$ cat config.mk
export PLATFORM = sky130hd
export DESIGN_NAME = uart_tx_fifo
export DESIGN_NICKNAME = d
export VERILOG_FILES = /design/src/rtl/uart_tx_fifo.sv
export SDC_FILE = /design/constraint.sdc
export NUM_CORES = 1
export LEC_CHECK = 0
export ABC_AREA = 1
export CAP_MARGIN = 20
export CORE_ASPECT_RATIO = 1.5
export CORE_MARGIN = 2
export CORE_UTILIZATION = 61
export DETAILED_ROUTE_END_ITERATION = 7
export PLACE_DENSITY = 0.79
export SYNTH_ARGS = -nofsm -noshare
export SYNTH_HDL_FRONTEND = slang
export SYNTH_SLANG_ARGS = --single-unit
$ cat constraint.sdc
create_clock -name clk -period 7.2 [get_ports clk]
set_input_delay 1.44 -clock clk [delete_from_list [all_inputs] [get_ports clk]]
set_output_delay 1.44 -clock clk [all_outputs]
set_load 0.02 [all_outputs]
$ cat src/rtl/uart_tx_fifo.sv
// UART transmitter fed by a FIFO with a valid/ready write port.
// Supports configurable data width, parity and stop bits, and sends queued frames back-to-back.
module uart_tx_fifo #(
  parameter int CLKS_PER_BIT = 27,
  parameter int DATA_BITS    = 8,
  parameter int PARITY       = 0,
  parameter int STOP_BITS    = 1,
  parameter int FIFO_DEPTH   = 16
) (
  input  logic                          clk,
  input  logic                          rst,
  input  logic [DATA_BITS-1:0]          in_data,
  input  logic                          in_valid,
  output logic                          in_ready,
  output logic                          tx,
  output logic                          tx_bsy,
  output logic [$clog2(FIFO_DEPTH):0]   fifo_level
);

  localparam int AW = $clog2(FIFO_DEPTH);
  localparam int LW = AW + 1;
  localparam int BW = (CLKS_PER_BIT > 1) ? $clog2(CLKS_PER_BIT) : 1;
  localparam int CW = 4;

  localparam logic [BW-1:0] BAUD_LAST = BW'(CLKS_PER_BIT - 1);
  localparam logic [CW-1:0] DATA_LAST = CW'(DATA_BITS - 1);
  localparam logic [CW-1:0] STOP_LAST = CW'(STOP_BITS - 1);
  localparam logic [LW-1:0] FULL_LVL  = LW'(FIFO_DEPTH);

  typedef enum logic [2:0] {
    S_IDLE,
    S_START,
    S_DATA,
    S_PAR,
    S_STOP
  } state_t;

  function automatic logic frame_parity(input logic [DATA_BITS-1:0] d);
    return (PARITY == 2) ? ~^d : ^d;
  endfunction

  logic [DATA_BITS-1:0] mem [FIFO_DEPTH];
  logic [AW-1:0]        wr_ptr;
  logic [AW-1:0]        rd_ptr;
  logic [LW-1:0]        level;
  logic                 push;
  logic                 pop;
  logic                 empty;

  state_t               state;
  state_t               state_nxt;
  logic [BW-1:0]        baud_cnt;
  logic [CW-1:0]        bit_cnt;
  logic                 bit_end;
  logic                 line_nxt;

  logic [DATA_BITS-1:0] shift_p0;
  logic                 par_p0;
  logic                 tx_p1;
  logic                 bsy_p1;

  assign in_ready   = (level != FULL_LVL);
  assign push       = in_valid && in_ready;
  assign empty      = (level == '0);
  assign fifo_level = level;
  assign bit_end    = (baud_cnt == BAUD_LAST);
  assign tx         = tx_p1;
  assign tx_bsy     = bsy_p1;

  // FIFO control: pointers and occupancy
  always_ff @(posedge clk or posedge rst) begin
    if (rst) begin
      wr_ptr <= '0;
      rd_ptr <= '0;
      level  <= '0;
    end else begin
      if (push) wr_ptr <= wr_ptr + 1'b1;
      if (pop)  rd_ptr <= rd_ptr + 1'b1;
      case ({push, pop})
        2'b10:   level <= level + 1'b1;
        2'b01:   level <= level - 1'b1;
        default: level <= level;
      endcase
    end
  end

  always_comb begin
    state_nxt = state;
    pop       = 1'b0;
    line_nxt  = 1'b1;
    case (state)
      S_IDLE: begin
        if (!empty) begin
          pop       = 1'b1;
          state_nxt = S_START;
        end
      end
      S_START: begin
        line_nxt = 1'b0;
        if (bit_end) state_nxt = S_DATA;
      end
      S_DATA: begin
        line_nxt = shift_p0[0];
        if (bit_end && bit_cnt == DATA_LAST) state_nxt = (PARITY != 0) ? S_PAR : S_STOP;
      end
      S_PAR: begin
        line_nxt = par_p0;
        if (bit_end) state_nxt = S_STOP;
      end
      S_STOP: begin
        if (bit_end && bit_cnt == STOP_LAST) begin
          if (!empty) begin
            pop       = 1'b1;
            state_nxt = S_START;
          end else begin
            state_nxt = S_IDLE;
          end
        end
      end
      default: state_nxt = S_IDLE;
    endcase
  end

  // Stage p0: frame sequencing, FIFO storage and shift register
  always_ff @(posedge clk or posedge rst) begin
    if (rst) begin
      state    <= S_IDLE;
      baud_cnt <= '0;
      bit_cnt  <= '0;
    end else begin
      state <= state_nxt;
      if (state == S_IDLE || bit_end) baud_cnt <= '0;
      else                            baud_cnt <= baud_cnt + 1'b1;
      if (state_nxt != state)
        bit_cnt <= '0;
      else if (bit_end && (state == S_DATA || state == S_STOP))
        bit_cnt <= bit_cnt + 1'b1;
    end
  end

  always_ff @(posedge clk) begin
    if (push) mem[wr_ptr] <= in_data;
    if (pop) begin
      shift_p0 <= mem[rd_ptr];
      par_p0   <= frame_parity(mem[rd_ptr]);
    end else if (state == S_DATA && bit_end) begin
      shift_p0 <= shift_p0 >> 1;
    end
  end

  // Stage p1: registered line driver, one clock behind the sequencer
  always_ff @(posedge clk or posedge rst) begin
    if (rst) begin
      tx_p1  <= 1'b1;
      bsy_p1 <= 1'b0;
    end else begin
      tx_p1  <= line_nxt;
      bsy_p1 <= (state != S_IDLE);
    end
  end

endmodule
==> results.cfg <==
[placement]
place_inst = 877
place_congestion = 0.9645
dp_hpwl_um = 10200
port-buffer-count = 18

[outcome]
status = finished, final reports clean

[layout]
nets = 768
area_growth_pct = 9.998
fillers = 867
multiInputGateArea_um2 = 2156
seq_area_um2 = 4792
fin_cells = 911
drive_gt1_share_pct = 6.596
num_antenna_cells = 0

[setup_path]
cp.required_ps = 5760
slowest_stage = clkdlybuf4s50_1
path_class = flop to output pin
crit_fanout = 5
rrSetupSlack_ps = 4150
critPathTopFamily = buffers and inverters
path_cells = nor2_1 > nand4_1 > clkdlybuf4s50_1
end_kind = output pin
arrival_ps = 1750
path_buf_inv = 1
max_stage_delay_ps = 570
cp-start-kind = flop

[floorplan]
die_h_um = 139.1
std_cell_rows = 49
initial_utilization_pct = 62.07
die_w_um = 94.06
core_area_um2 = 11960
ios = 19
dieArea_um2 = 13080

[routing]
postRouteAntennaNets = 0
first_pass_iters = 5
drcViolationCount = 0
vias = 5069
drt-vias-per-instance = 5.564
totalWireLength_um = 15680
detail_route.iter0.violations = 479
wl_per_cell_um = 17.21

[synth]
synth-simple-area-share_pct = 22.24
synth_area_um2 = 7421
synth.top_cell.area_share_pct = 55.44
yosys.area.top_type = edfxtp_1
syn_nets = 755
synth-xor-area-share_pct = 1.652
synthAdderAreaFrac_pct = 2.023
async_reset_ff_share_pct = 16.46
avgSynthCellArea_um2 = 10.14
synth_top_family_by_area = simple AND/OR/NAND/NOR gates
yosysUniqueCellTypes = 29
synth_mux_area_share_pct = 0
synth_edf_count = 137
synth_top_cells_by_count = nand2_1, edfxtp_1, nand3_1
syn-instance-count = 732
yosysWarnings = 0
ys_top_cells_by_area = edfxtp_1, nand2_1, dfrtp_1
synth_flop_cell = edfxtp_1
yosysMostFrequentCell = nand2_1
synth_seq_cells = 164
yosysSeqAreaShare_pct = 64.56
synth_compound_gate_area_share_pct = 3.136

[pwr]
vdd_drop_max_mv = 0.1658
p_leak_uw = 0.003411
power.density_nw_per_um2 = 278.9

[timing]
worstMarginPinSlew_ps = 921.2
post-route-period-util_pct = 44.24
min_period_ps = 3186
rsz0062_at_grt = false
setup_tns_ps = 0
fmax_ghz = 0.3139
hold_viol = 0
slew_viol_final = 0
fin_skew_ps = 7.859
relSlewSlack_pct = 38.59
setup_viol = 0
hold_slack_ps = 450.4

[run]
drv_cap = 0

[cts]
cts_buffer_depth = 2
numCtsBuffers = 17
postCtsHoldBufs = 0
post_cts_buffers = 0
root_buffer = clkbuf_16
ctsHtreeMaxLevel = 4
cts_tree = built
clk_latency_ps = 420
path_clk_slew_ps = 60
cts-resized-gates = 0
clock-sinks = 164

[global_route]
grt_max_degree = 77
grt_pass1_vias = 5001
grt_pass1_wl_um = 25160
grt-ovfl-total = 0
antenna_found_initial = 0
grt_usage_pct = 25.63

[worst_hold_path]
min_path_type = flop to flop
## worst paths after layout
check	start	endpoint	cells after the start
worst min register to register	par_p0$_DFFE_PP_	tx$_DFF_PP1_	2
max in group asynchronous	rst	tx$_DFF_PP1_	3
worst max-delay path	fifo_level[0]$_DFFE_PP0P_	in_ready	3
worst min-delay path	par_p0$_DFFE_PP_	tx$_DFF_PP1_	2
min in group asynchronous	rst	state[2]$_DFF_PP0_	2
worst max register to register	rd_ptr[0]$_DFFE_PP0P_	par_p0$_DFFE_PP_	14
## flip-flops by register name, summed over array words and instances, names as in the netlist
| name | count |
|---|---|
| fifo_level | 5 |
| tx | 1 |
| par_p0 | 1 |
| wr_ptr | 4 |
| bit_cnt | 4 |
| tx_bsy | 1 |
| baud_cnt | 5 |
| mem | 128 |
| shift_p0 | 8 |
| rd_ptr | 4 |
| state | 3 |
## report_power, final
part	total (µW)	internal (µW)	switching (µW)	leakage [µW]
clock network	804	444	360	0.000256
logic	296	95.5	201	0.00159
registers	1180	1130	47.6	0.00156
## worst register-to-register path, cell delays in order, from the launching register on
cell and delay, ps:
dfrtp_2 350, buf_4 570, inv_2 590, nand2_1 230
nand2_1 80, nand2_1 70, nand3_1 220, nand3_1 170
nand2_1 110, nand2_1 90, nand2_1 80, nand2_1 80
nand2_1 50, nand2_1 60, nand2_1 50
## per-stage QoR
| step | cell area (µm²) | worst slack [ps] | power [µW] | util (%) |
|---|---|---|---|---|
| final | 8163 | 4014 | 2277 | 68.28 |
| after global routing | 8163 | 3777 | 2380 | 68.28 |
| after detailed placement | 7597 | 3884 | 1488 | 63.55 |
| after floorplan | 7421 | 4569 | 1370 | - |
| after CTS | 8130 | 4008 | 2285 | 68.01 |
| after global placement | 7597 | 3915 | 1472 | 63.55 |
## layer usage
layer,up-vias,global-route usage (%),share of wire (%),wire length (µm)
met4,0,12.43,4.5,712
met3,41,6.250,7.0,1104
met2,214,43.98,52,8086
li1,2436,-,-,-
met5,-,0,0,0
met1,2378,29.65,37,5772
## cell families after synthesis
kind of cell / count (synthesis)
flops: 164
compound gates: 44
xor+xnor: 14
buf+inv: 99
fa+ha+maj: 12
simple gates: 399
## cells in the final DEF (no fill, tap or decap)
cell type / count
clkinv_4: 3
a21oi_1: 4
nor3_1: 1
nand2_1: 239
dfrtp_2: 1
clkbuf_1: 1
inv_1: 63
and3b_1: 1
nor2_2: 3
clkinv_1: 5
ha_1: 12
inv_6: 4
nand3_1: 75
clkbuf_16: 17
o21ai_0: 18
buf_2: 1
clkinvlp_4: 2
dfrtp_1: 25
nor2_1: 63
nand2_2: 2
clkdlybuf4s50_1: 18
dfstp_2: 1
xor2_1: 10
edfxtp_1: 137
inv_8: 1
buf_4: 1
or2_2: 5
inv_2: 7
nor3b_1: 1
o211ai_1: 5
nand4_1: 7
o21ai_1: 17
nand3b_1: 1
xnor2_1: 4
or2_1: 1
buf_16: 1
clkinv_2: 1
## area by class of cell
| class | count | share of cell area (%) |
|---|---|---|
| Sequential cell | 164 | 58.71 |
| Inverter | 72 | 3.311 |
| Clock inverter | 14 | 1.272 |
| Multi-Input combinational cell | 469 | 26.41 |
| Tap cell | 153 | 2.345 |
| Clock buffer | 18 | 5.258 |
| Timing Repair Buffer | 21 | 2.698 |
(Power assumes the default switching activity.)
